--- src/rtl/samp_pkg.sv ---
// Shared types and helpers for the sampling phase generator.
//   state_t    : run-control FSM states (IDLE, RUN, FINISH)
//   phase_t    : per-slot phase of the channel owning the slot
//   calc_w_eff : effective samp high time, at least one cycle
//   calc_p_eff : effective slot length, long enough for gap+track+gap
// The helpers work on 32-bit values; callers narrow the result to their
// own counter width, which is wide enough that nothing wraps.
package samp_pkg;

  typedef enum logic [1:0] {
    IDLE   = 2'd0,
    RUN    = 2'd1,
    FINISH = 2'd2
  } state_t;

  typedef enum logic [1:0] {
    NOV_PRE  = 2'd0,
    TRACK    = 2'd1,
    NOV_POST = 2'd2,
    HOLD     = 2'd3
  } phase_t;

  function automatic logic [31:0] calc_w_eff(input logic [31:0] width);
    logic [31:0] w;
    if (width == 32'd0) begin
      w = 32'd1;
    end else begin
      w = width;
    end
    return w;
  endfunction

  function automatic logic [31:0] calc_p_eff(input logic [31:0] period,
                                             input logic [31:0] width,
                                             input logic [31:0] gap);
    logic [31:0] min_p;
    logic [31:0] p;
    min_p = calc_w_eff(width) + (32'd2 * gap);
    if (period > min_p) begin
      p = period;
    end else begin
      p = min_p;
    end
    return p;
  endfunction

endpackage

--- src/rtl/samp_slot_timer.sv ---
// Slot counter and phase decode shared by all channels.
//   clk_in, rst : clock and synchronous active-high reset
//   run         : counter advances while high, held at zero otherwise
//   gap_eff     : non-overlap cycles
//   w_eff       : effective track cycles
//   p_eff       : effective slot length
//   slot_end    : current cycle is the last one of the slot
//   phase_nxt   : phase belonging to the count value of the NEXT cycle, so
//                 that a register on it shows the phase in step with the count
module samp_slot_timer
  import samp_pkg::*;
#(
  parameter int EFF_W = 10
) (
  input  logic             clk_in,
  input  logic             rst,
  input  logic             run,
  input  logic [EFF_W-1:0] gap_eff,
  input  logic [EFF_W-1:0] w_eff,
  input  logic [EFF_W-1:0] p_eff,
  output logic             slot_end,
  output phase_t           phase_nxt
);

  logic [EFF_W-1:0] cnt_q;
  logic [EFF_W-1:0] cnt_d;

  // next count, slot-end strobe and phase of the next count
  always_comb begin
    slot_end  = run && (cnt_q == (p_eff - {{(EFF_W-1){1'b0}}, 1'b1}));
    cnt_d     = {EFF_W{1'b0}};
    phase_nxt = HOLD;
    if (!run) begin
      cnt_d = {EFF_W{1'b0}};
    end else if (slot_end) begin
      cnt_d = {EFF_W{1'b0}};
    end else begin
      cnt_d = cnt_q + {{(EFF_W-1){1'b0}}, 1'b1};
    end
    if (cnt_d < gap_eff) begin
      phase_nxt = NOV_PRE;
    end else if (cnt_d < (gap_eff + w_eff)) begin
      phase_nxt = TRACK;
    end else if (cnt_d < (gap_eff + gap_eff + w_eff)) begin
      phase_nxt = NOV_POST;
    end else begin
      phase_nxt = HOLD;
    end
  end

  // slot counter register
  always_ff @(posedge clk_in) begin
    if (rst) begin
      cnt_q <= {EFF_W{1'b0}};
    end else begin
      cnt_q <= cnt_d;
    end
  end

endmodule

--- src/rtl/samp_phase_gen.sv ---
// Multi-channel sampling clock generator for a time-interleaved SAR ADC.
// Enabled channels are served round-robin, one slot each; the owner of a
// slot gets a non-overlapping track (samp) / hold (samp_b) pair.
//   clk_in, rst : clock and synchronous active-high reset
//   start, stop : run handshake (start ignored while busy or in FINISH)
//   mode        : 0 continuous, 1 single-shot
//   period, width, gap, ch_en : run configuration, latched at start
//   samp, samp_b: registered track/hold clocks per channel
//   ch_idx      : slot owner; busy : run in progress; done : end pulse
module samp_phase_gen
  import samp_pkg::*;
#(
  parameter int NCH   = 4,
  parameter int CNT_W = 8,
  parameter int GAP_W = 2,
  localparam int CH_W = (NCH > 1) ? $clog2(NCH) : 1
) (
  input  logic             clk_in,
  input  logic             rst,
  input  logic             start,
  input  logic             stop,
  input  logic             mode,
  input  logic [CNT_W-1:0] period,
  input  logic [CNT_W-1:0] width,
  input  logic [GAP_W-1:0] gap,
  input  logic [NCH-1:0]   ch_en,
  output logic [NCH-1:0]   samp,
  output logic [NCH-1:0]   samp_b,
  output logic [CH_W-1:0]  ch_idx,
  output logic             busy,
  output logic             done
);

  localparam int EFF_W = CNT_W + 2;

  state_t           state_q, state_d;
  logic             mode_q, mode_d;
  logic [CNT_W-1:0] period_q, period_d;
  logic [CNT_W-1:0] width_q, width_d;
  logic [GAP_W-1:0] gap_q, gap_d;
  logic [NCH-1:0]   ch_en_q, ch_en_d;
  logic             stop_pend_q, stop_pend_d;
  logic [CH_W-1:0]  ch_idx_q, ch_idx_d;
  logic [NCH-1:0]   samp_q, samp_d;
  logic [NCH-1:0]   samp_b_q, samp_b_d;
  logic             busy_q, busy_d;
  logic             done_q, done_d;

  logic             start_ok_s;
  logic             run_s;
  logic             last_slot_s;
  logic             slot_end_s;
  phase_t           phase_nxt_s;
  logic [EFF_W-1:0] gap_eff_s, w_eff_s, p_eff_s;
  logic [NCH-1:0]   one_s;

  // First enabled channel after cur in ascending order, wrapping.
  function automatic logic [CH_W-1:0] next_en(input logic [CH_W-1:0] cur,
                                              input logic [NCH-1:0]  en);
    logic [CH_W-1:0] res;
    logic            found;
    int              idx;
    res   = cur;
    found = 1'b0;
    for (int k = 1; k <= NCH; k++) begin
      idx = (int'(cur) + k) % NCH;
      if (!found && en[idx]) begin
        res   = CH_W'(idx);
        found = 1'b1;
      end else begin
        found = found;
      end
    end
    return res;
  endfunction

  // True when no enabled channel sits above cur.
  function automatic logic none_above(input logic [CH_W-1:0] cur,
                                      input logic [NCH-1:0]  en);
    logic r;
    r = 1'b1;
    for (int j = 0; j < NCH; j++) begin
      if ((j > int'(cur)) && en[j]) begin
        r = 1'b0;
      end else begin
        r = r;
      end
    end
    return r;
  endfunction

  // FINISH counts as busy, so only IDLE can accept a start; stop wins a tie.
  assign start_ok_s  = (state_q == IDLE) && start && !stop;
  assign run_s       = (state_q == RUN);
  // A stop seen on the slot's last cycle still ends the run at that edge.
  assign last_slot_s = mode_q ? none_above(ch_idx_q, ch_en_q) : (stop_pend_q | stop);

  // Timing is derived from the configuration that will be in force next
  // cycle, so the very first slot phase is right on the start edge.
  assign w_eff_s   = EFF_W'(calc_w_eff(32'(width_d)));
  assign p_eff_s   = EFF_W'(calc_p_eff(32'(period_d), 32'(width_d), 32'(gap_d)));
  assign gap_eff_s = EFF_W'(gap_d);

  samp_slot_timer #(
    .EFF_W(EFF_W)
  ) u_timer (
    .clk_in   (clk_in),
    .rst      (rst),
    .run      (run_s),
    .gap_eff  (gap_eff_s),
    .w_eff    (w_eff_s),
    .p_eff    (p_eff_s),
    .slot_end (slot_end_s),
    .phase_nxt(phase_nxt_s)
  );

  // run-control next state, configuration latch and slot owner
  always_comb begin
    state_d     = state_q;
    mode_d      = mode_q;
    period_d    = period_q;
    width_d     = width_q;
    gap_d       = gap_q;
    ch_en_d     = ch_en_q;
    stop_pend_d = stop_pend_q;
    ch_idx_d    = ch_idx_q;
    case (state_q)
      IDLE: begin
        if (start_ok_s) begin
          mode_d      = mode;
          period_d    = period;
          width_d     = width;
          gap_d       = gap;
          ch_en_d     = ch_en;
          stop_pend_d = 1'b0;
          if (ch_en == {NCH{1'b0}}) begin
            state_d  = FINISH;
            ch_idx_d = {CH_W{1'b0}};
          end else begin
            state_d  = RUN;
            ch_idx_d = next_en(CH_W'(NCH - 1), ch_en);
          end
        end else begin
          state_d = IDLE;
        end
      end
      RUN: begin
        stop_pend_d = stop_pend_q | stop;
        if (slot_end_s) begin
          if (last_slot_s) begin
            state_d  = FINISH;
            ch_idx_d = {CH_W{1'b0}};
          end else begin
            state_d  = RUN;
            ch_idx_d = next_en(ch_idx_q, ch_en_q);
          end
        end else begin
          state_d = RUN;
        end
      end
      FINISH: begin
        state_d     = IDLE;
        stop_pend_d = 1'b0;
        ch_idx_d    = {CH_W{1'b0}};
      end
      default: begin
        state_d     = IDLE;
        stop_pend_d = 1'b0;
        ch_idx_d    = {CH_W{1'b0}};
      end
    endcase
  end

  // per-channel output fan-out for the coming cycle
  always_comb begin
    one_s           = {NCH{1'b0}};
    one_s[ch_idx_d] = 1'b1;
    samp_d          = {NCH{1'b0}};
    samp_b_d        = {NCH{1'b1}};
    busy_d          = (state_d == RUN);
    done_d          = (state_d == FINISH);
    if (state_d == RUN) begin
      if (phase_nxt_s == TRACK) begin
        samp_d = one_s;
      end else begin
        samp_d = {NCH{1'b0}};
      end
      if (phase_nxt_s == HOLD) begin
        samp_b_d = {NCH{1'b1}};
      end else begin
        samp_b_d = ~one_s;
      end
    end else begin
      samp_d   = {NCH{1'b0}};
      samp_b_d = {NCH{1'b1}};
    end
  end

  // state, configuration and output registers
  always_ff @(posedge clk_in) begin
    if (rst) begin
      state_q     <= IDLE;
      mode_q      <= 1'b0;
      period_q    <= {CNT_W{1'b0}};
      width_q     <= {CNT_W{1'b0}};
      gap_q       <= {GAP_W{1'b0}};
      ch_en_q     <= {NCH{1'b0}};
      stop_pend_q <= 1'b0;
      ch_idx_q    <= {CH_W{1'b0}};
      samp_q      <= {NCH{1'b0}};
      samp_b_q    <= {NCH{1'b1}};
      busy_q      <= 1'b0;
      done_q      <= 1'b0;
    end else begin
      state_q     <= state_d;
      mode_q      <= mode_d;
      period_q    <= period_d;
      width_q     <= width_d;
      gap_q       <= gap_d;
      ch_en_q     <= ch_en_d;
      stop_pend_q <= stop_pend_d;
      ch_idx_q    <= ch_idx_d;
      samp_q      <= samp_d;
      samp_b_q    <= samp_b_d;
      busy_q      <= busy_d;
      done_q      <= done_d;
    end
  end

  assign samp   = samp_q;
  assign samp_b = samp_b_q;
  assign ch_idx = ch_idx_q;
  assign busy   = busy_q;
  assign done   = done_q;

endmodule

--- config.mk ---
export PLATFORM = sky130hd
export DESIGN_NAME = samp_phase_gen
export DESIGN_NICKNAME = d
export VERILOG_FILES = /design/src/rtl/samp_pkg.sv /design/src/rtl/samp_slot_timer.sv /design/src/rtl/samp_phase_gen.sv
export SDC_FILE = /design/constraint.sdc
export NUM_CORES = 1
export LEC_CHECK = 0
export BUFFER_PORTS_ARGS = -buffer_cell sky130_fd_sc_hd__buf_2
export CAP_MARGIN = 40
export CORE_ASPECT_RATIO = 1.4
export CORE_UTILIZATION = 65
export CTS_CLUSTER_SIZE = 14
export DETAILED_ROUTE_END_ITERATION = 6
export PLACE_DENSITY = 0.92
export SLEW_MARGIN = 10
export SYNTH_ARGS = -nofsm -noshare
export SYNTH_HDL_FRONTEND = slang
export SYNTH_SLANG_ARGS = --single-unit
--- constraint.sdc ---
create_clock -name clk_in -period 12.65 [get_ports clk_in]
set_input_delay 0.6325 -clock clk_in [delete_from_list [all_inputs] [get_ports clk_in]]
set_output_delay 0.6325 -clock clk_in [all_outputs]
set_load 0.03 [all_outputs]
Yosys cells after proc, flatten, opt, wreduce, memory -nomap -nowiden --
Cells that the tools add are included.
Operators by class: bitwise gates (word level) 8, add/subtract/negate cells 10, multiplexer cells 75, reduce and logical (&&, ||, !) cells 30, $lt $le $gt $ge 13, equal/unequal tests 7
Operators by type and width (number):
- $mux W2 | 20
- $mux W8 | 5
- $mux W1 | 39
- $mux W10 | 3
- $lt A10 B10 Y1 | 2
- $lt A3 B4 Y1 const B | 4
- $logic_and A1 B1 Y1 | 13
- $add A10 B1 Y10 const B | 1
- $add A10 B8 Y10 | 1
- $eq A10 B10 Y1 | 1
- $lt A10 B2 Y1 | 1
- $sub A10 B1 Y10 const B | 1
- $add A2 B8 Y9 | 1
- $add A8 B3 Y9 | 1
- $gt A8 B9 Y1 | 1
- $bmux W1 S2 | 4
- $logic_not A8 Y1 | 1
- $pmux W2 S2 | 2
- $reduce_or A2 Y1 | 4
- $logic_not A1 Y1 | 7
- $eq A2 B1 Y1 const B | 3
- $reduce_or A3 Y1 | 2
- $add A2 B1 Y2 const B | 2
- $add A2 B2 Y2 const B | 2
- other kinds (16) | 22
Word-level totals: register bits after elaboration 48, bits of input ports 27, output and inout bits 12

Logic depth before layout (Yosys ltp) --
depth after elaboration 38, depth in mapped cells 44, mapped depth without buffers 37

Cells and area by module --
Synthesis repeated with hierarchy kept, for this count alone.
Unflattened totals: cell total of the unflattened synthesis 514, area, all modules 4351.7 um2
By module, submodules not included:
- samp_phase_gen | cells each 242, sequential area each 760.7 um2, area an instance 2204.6 um2, times used 1
- samp_slot_timer | cells each 272, sequential area each 200.2 um2, area an instance 2147.1 um2, times used 1

Worst setup path before layout --
Ideal clock, no wire load.
kind input to register, start point in stop, end point reg samp_b_q[3], in the netlist samp_b[3], arrival 8.639 ns, stages 40, data required time 12.523 ns, setup slack 3.884 ns, path through or4b_4 > buf_6 > buf_2 > buf_1 > clkbuf_1 > mux2i_1 > inv_1 > ha_1 > fa_1 > xnor2_1 > inv_1 > ha_1 > nand4_1 > nor2_1 > a22oi_1 > nand3_4 > buf_2 > nor2_1 > [4 not listed] > a21boi_1 > or4b_1 > a311oi_2 > a31o_2 > buf_6 > nor2_1 > ha_1 > a21o_1 > a21o_1 > a21oi_1 > nor2b_1 > o21ai_0 > nand2b_1 > a221o_1 > o22ai_1 > a21oi_1 > o21ai_2 > or3b_1
On the way: word-level cells in the longest chain between the ends 20, elaborated cells on any way between the ends 47, those cells by class 5 x add/sub; 6 x order compare; 3 x eq/ne; 24 x mux; 3 x bitwise; 6 x reduce/logical
Ends and longest elaborated chain:
- from (decl) | line samp_phase_gen.sv:21 | input logic stop,
- $logic_not A1 Y1 * | line samp_phase_gen.sv:93 | assign start_ok_s = (state_q == IDLE) && start && !stop;
- $logic_and A1 B1 Y1 * | line samp_phase_gen.sv:93
- $mux W8 | line samp_phase_gen.sv:129 | if (start_ok_s) begin
- $mux W8 | line samp_phase_gen.sv:127 | case (state_q)
- $logic_not A8 Y1 | line samp_pkg.sv:25 | if (width == 32'd0) begin
- $mux W8 | line samp_pkg.sv:25
- $add A8 B3 Y9 | line samp_pkg.sv:38 | min_p = calc_w_eff(width) + (32'd2 * gap);
- $gt A8 B9 Y1 | line samp_pkg.sv:39 | if (period > min_p) begin
- [5 not listed]
- $mux W10 * | line samp_slot_timer.sv:33 | if (!run) begin
- named net u_timer.cnt_d[3] | line samp_slot_timer.sv:26 | logic [EFF_W-1:0] cnt_d;
- $lt A10 B10 Y1 | line samp_slot_timer.sv:44 | end else if (cnt_d < (gap_eff + gap_eff + w_eff)) begin
- $mux W1 | line samp_slot_timer.sv:44
- $mux W2 | line samp_slot_timer.sv:42 | end else if (cnt_d < (gap_eff + w_eff)) begin
- $mux W2 * | line samp_slot_timer.sv:40 | if (cnt_d < gap_eff) begin
- $eq A2 B2 Y1 * | line samp_phase_gen.sv:188 | if (phase_nxt_s == HOLD) begin
- $reduce_or A3 Y1 (no source line) *
- to (signal assigned) | line samp_phase_gen.sv:211 | samp_b_q <= {NCH{1'b1}};
- to (signal assigned) | line samp_phase_gen.sv:224 | samp_b_q <= samp_b_d;
- to (decl) | line samp_phase_gen.sv:45 | logic [NCH-1:0] samp_b_q, samp_b_d;
Mark *: on every way through the listed nets, which the timed path passes. The rest lies on a longest branch. A chain may end at the register's enable or synchronous reset.

Worst setup path after layout --
start point reg state_q[0], end point reg samp_b_q[3], in the netlist samp_b[3]
On the way: word-level cells in the longest chain between the ends 21, elaborated cells on any way between the ends 45, those cells by class 5 x add/sub; 6 x order compare; 4 x eq/ne; 21 x mux; 2 x bitwise; 7 x reduce/logical
Ends and longest elaborated chain:
- from (decl) | line samp_phase_gen.sv:36 | state_t state_q, state_d;
- from (signal assigned) | line samp_phase_gen.sv:215 | state_q <= state_d;
- $logic_not A2 Y1 | line samp_phase_gen.sv:93, samp_phase_gen.sv:127
- $logic_and A1 B1 Y1 (2 in a row) | line samp_phase_gen.sv:93
- $mux W8 | line samp_phase_gen.sv:129
- $mux W8 | line samp_phase_gen.sv:127
- $logic_not A8 Y1 | line samp_pkg.sv:25
- $mux W8 | line samp_pkg.sv:25
- $add A8 B3 Y9 | line samp_pkg.sv:38
- $gt A8 B9 Y1 | line samp_pkg.sv:39
- [5 not listed]
- $mux W10 * | line samp_slot_timer.sv:33
- named net u_timer.cnt_d[3] | line samp_slot_timer.sv:26
- $lt A10 B10 Y1 | line samp_slot_timer.sv:44
- $mux W1 | line samp_slot_timer.sv:44
- $mux W2 | line samp_slot_timer.sv:42
- $mux W2 * | line samp_slot_timer.sv:40
- $eq A2 B2 Y1 * | line samp_phase_gen.sv:188
- $reduce_or A3 Y1 (no source line) *
Marks and branches as above.

==> results.cfg <==
[synthesis]
synth_nets = 560
avgSynthCellArea_um2 = 7.845
synth_enable_flop_cells = 0
synthDistinctLibCells = 68
synth_warnings = 0
postSynth.asyncResetShare_pct = 0
ys_seq_area_share_pct = 24.65
postSynth.topFlopCell = dfxtp_1
synthesis.instances = 497
synth-seq-cells = 48
syn_area_um2 = 3899

[min_path]
hp-start = width_q[0]
hp-class = reg -> reg

[cts]
post_cts.repair.setup_buffers = 0
clockBufferDepth = 2
cts-root-buf = clkbuf_8
cts_buffers = 5
clock_sinks = 48
h-tree-depth = 2
cts_tree = yes
cts_hold_buf = 0
cts_resized = 0
insertion_delay_ns = 0.31
clk_pin_slew_ns = 0.10

[layout]
antenna_cells = 0
multi_input_area_um2 = 2729
drive_above_1_share_pct = 12.69
layout_commonest_cell = nor2_1
final_nets = 582
register_area_um2 = 960.9
fill_cells = 476
final_cell_mix = 60 x nor2_1, 51 x nand2_1, 48 x dfxtp_1, 38 x buf_2
design_area_um2 = 4188
syn_to_final_growth_pct = 7.413
stdcell_count = 590

[grt]
grt_pass1_vias = 3442
antenna_found_initial = 0
grt_max_degree = 38
grt_pass1_wl_um = 15610
overflow = 0
grt_usage_pct = 32.68

[route]
vias = 3675
postRouteAntennaNets = 0
first_iter_violations = 179
via_per_inst = 6.229
wl_per_cell_um = 16.73
drt_wl_total_um = 9868
drc = 0
drt-pass1-iter-count = 4

[worst_setup_path]
critical_path_class = reg -> reg
r2r-start = state_q[0]
slowest_delay_ns = 0.83
critPathMostFrequentCell = ha_1
critPathLaunch = state_q[0]
arrival_ns = 9.38
crit_path_end_kind = register
required_ns = 12.85
cp_max_fo = 37
crit_path_start_kind = register
critPathSlowestCell = or4b_4

[power]
p_leak_uw = 0.001835
power_frac_clock_pct = 25.5
pwr-share-seq_pct = 36.6
power_uw = 449.9
switchingPower_uw = 163.1
p_int_uw = 286.8
ir_drop_mv = 0.06550
comb_power_share_pct = 37.9
switching_share_pct = 36.25
p_per_area_nw_per_um2 = 107.4

[timing]
fin_crit_sh_pct = 72.56
setup_viol = 0
rsz0062_at_grt = false
slew_viol_final = 0
fin_crit_ns = 9.179
finalHoldViolCount = 0
clock.fmax_mhz = 108.9
slew_headroom_pct = 53.48
tns_ns = 0
clock-skew-final_ns = 0.007144
worst_pin_slew_ns = 0.6784

[floorplanning]
ios = 39
rows = 33
dieArea_um2 = 6316
die_x_um = 67.46
design.core.area_um2 = 5822
initial_core_util_pct = 66.97
fp.dieH_um = 93.64

[flow_run]
max_cap_viol_count = 0

[placed_design]
dp_hpwl_um = 7792
gp_congestion = 0.9547
placed_area_um2 = 4073
dp.cells = 582
io_buffers = 38

[run_status]
status = finished clean
[state kept, by name (all words and copies together), names as in the netlist, 2 cells and up]
signal         cells
ch_idx             2
samp_b             4
ch_en_q            4
gap_q              2
state_q            2
samp               4
u_timer.cnt_q     10
width_q            8
period_q           8
[cell type report]
type	instances	area share, %
multi-input cells	399	65.16
clock inverters	3	1.105
well taps	70	2.091
flip-flops and latches	48	22.95
inverters	26	2.330
repair buffers	39	4.721
clock buffers	5	1.643
[cell families (layout without fill, tap and decap cells)]
family                   count (synthesis)  count (layout)  synth area share, %
buffers and inverters                   50              73                5.584
adder cells (fa/ha/maj)                 36              36                11.94
AO/OA/AOI/OAI                           96              96                16.27
XOR/XNOR                                33              33                7.413
AND/OR/NAND/NOR                        208             208                26.54
flip-flops                              48              48                24.65
multiplexers                            26              26                7.606
[critical path, delay by kind of cell (launching register included)]
kind	cells	cell delay (ns)
buffers and inverters	3	0.39
adders and majority gates	4	1.25
DFF	1	0.44
muxes	3	1.15
AOI/OAI and AO/OA	15	3.23
and+or+nand+nor	11	2.59
[path summary, 6_finish.rpt]
kind	endpoint	slack [ns]	depth (start not counted)
worst max-delay path	samp_b[3]	3.47	36
worst min-delay path	width_q[0]	0.48	2
worst max register to register	samp_b[3]	3.47	36
worst min register to register	width_q[0]	0.48	2
[power groups by stage]
stage | Clock (uW) | Combinational (uW) | Sequential [uW]
after floorplan | 0 | 129 | 169
after global placement | 0 | 164 | 168
after detailed placement | 0 | 167 | 168
after CTS | 117 | 168 | 164
after global routing | 122 | 188 | 166
final | 115 | 170 | 165
[metrics by stage]
stage | hold slack, ns | util (%) | worst slack [ns]
finish | 0.4765 | 71.93 | 3.471
detailed placement | 0.4677 | 69.95 | 3.316
CTS | 0.4810 | 71.93 | 3.593
floorplan | 0.4366 | - | 3.884
global placement | 0.4502 | 69.95 | 3.562
global route | 0.5155 | 71.93 | 2.793
[per-layer routing]
layer | global-route usage [%] | vias up | routed length (um)
li1 | - | 1811 | -
met1 | 34.28 | 1696 | 3802
met2 | 56.75 | 121 | 5089
met3 | 5.366 | 47 | 364
met4 | 23.40 | 0 | 612
met5 | 0 | - | 0
[cell usage after synthesis (all sizes together) (4+ instances only)]
cell type   n  area (um^2)
nor2       60        225.2
nand2      51        191.4
dfxtp      48        960.9
a21oi      34        170.2
ha         34        425.4
inv        26        97.59
mux2i      22        236.5
xnor2      22        192.7
nor3       21        105.1
nand3      18        107.6
clkbuf     17        67.57
o21ai      15        78.82
xor2       11        96.34
nand4       9        56.30
nor4        8        50.05
or3         8        55.05
a21o        7        60.05
buf         7        52.54
nor2b       6        37.54
nand2b      5        31.28
a211oi      4        30.03
a22oi       4        30.03
a31oi       4        25.02
and2        4        25.02
No activity file was read; power rests on OpenSTA's default activity.
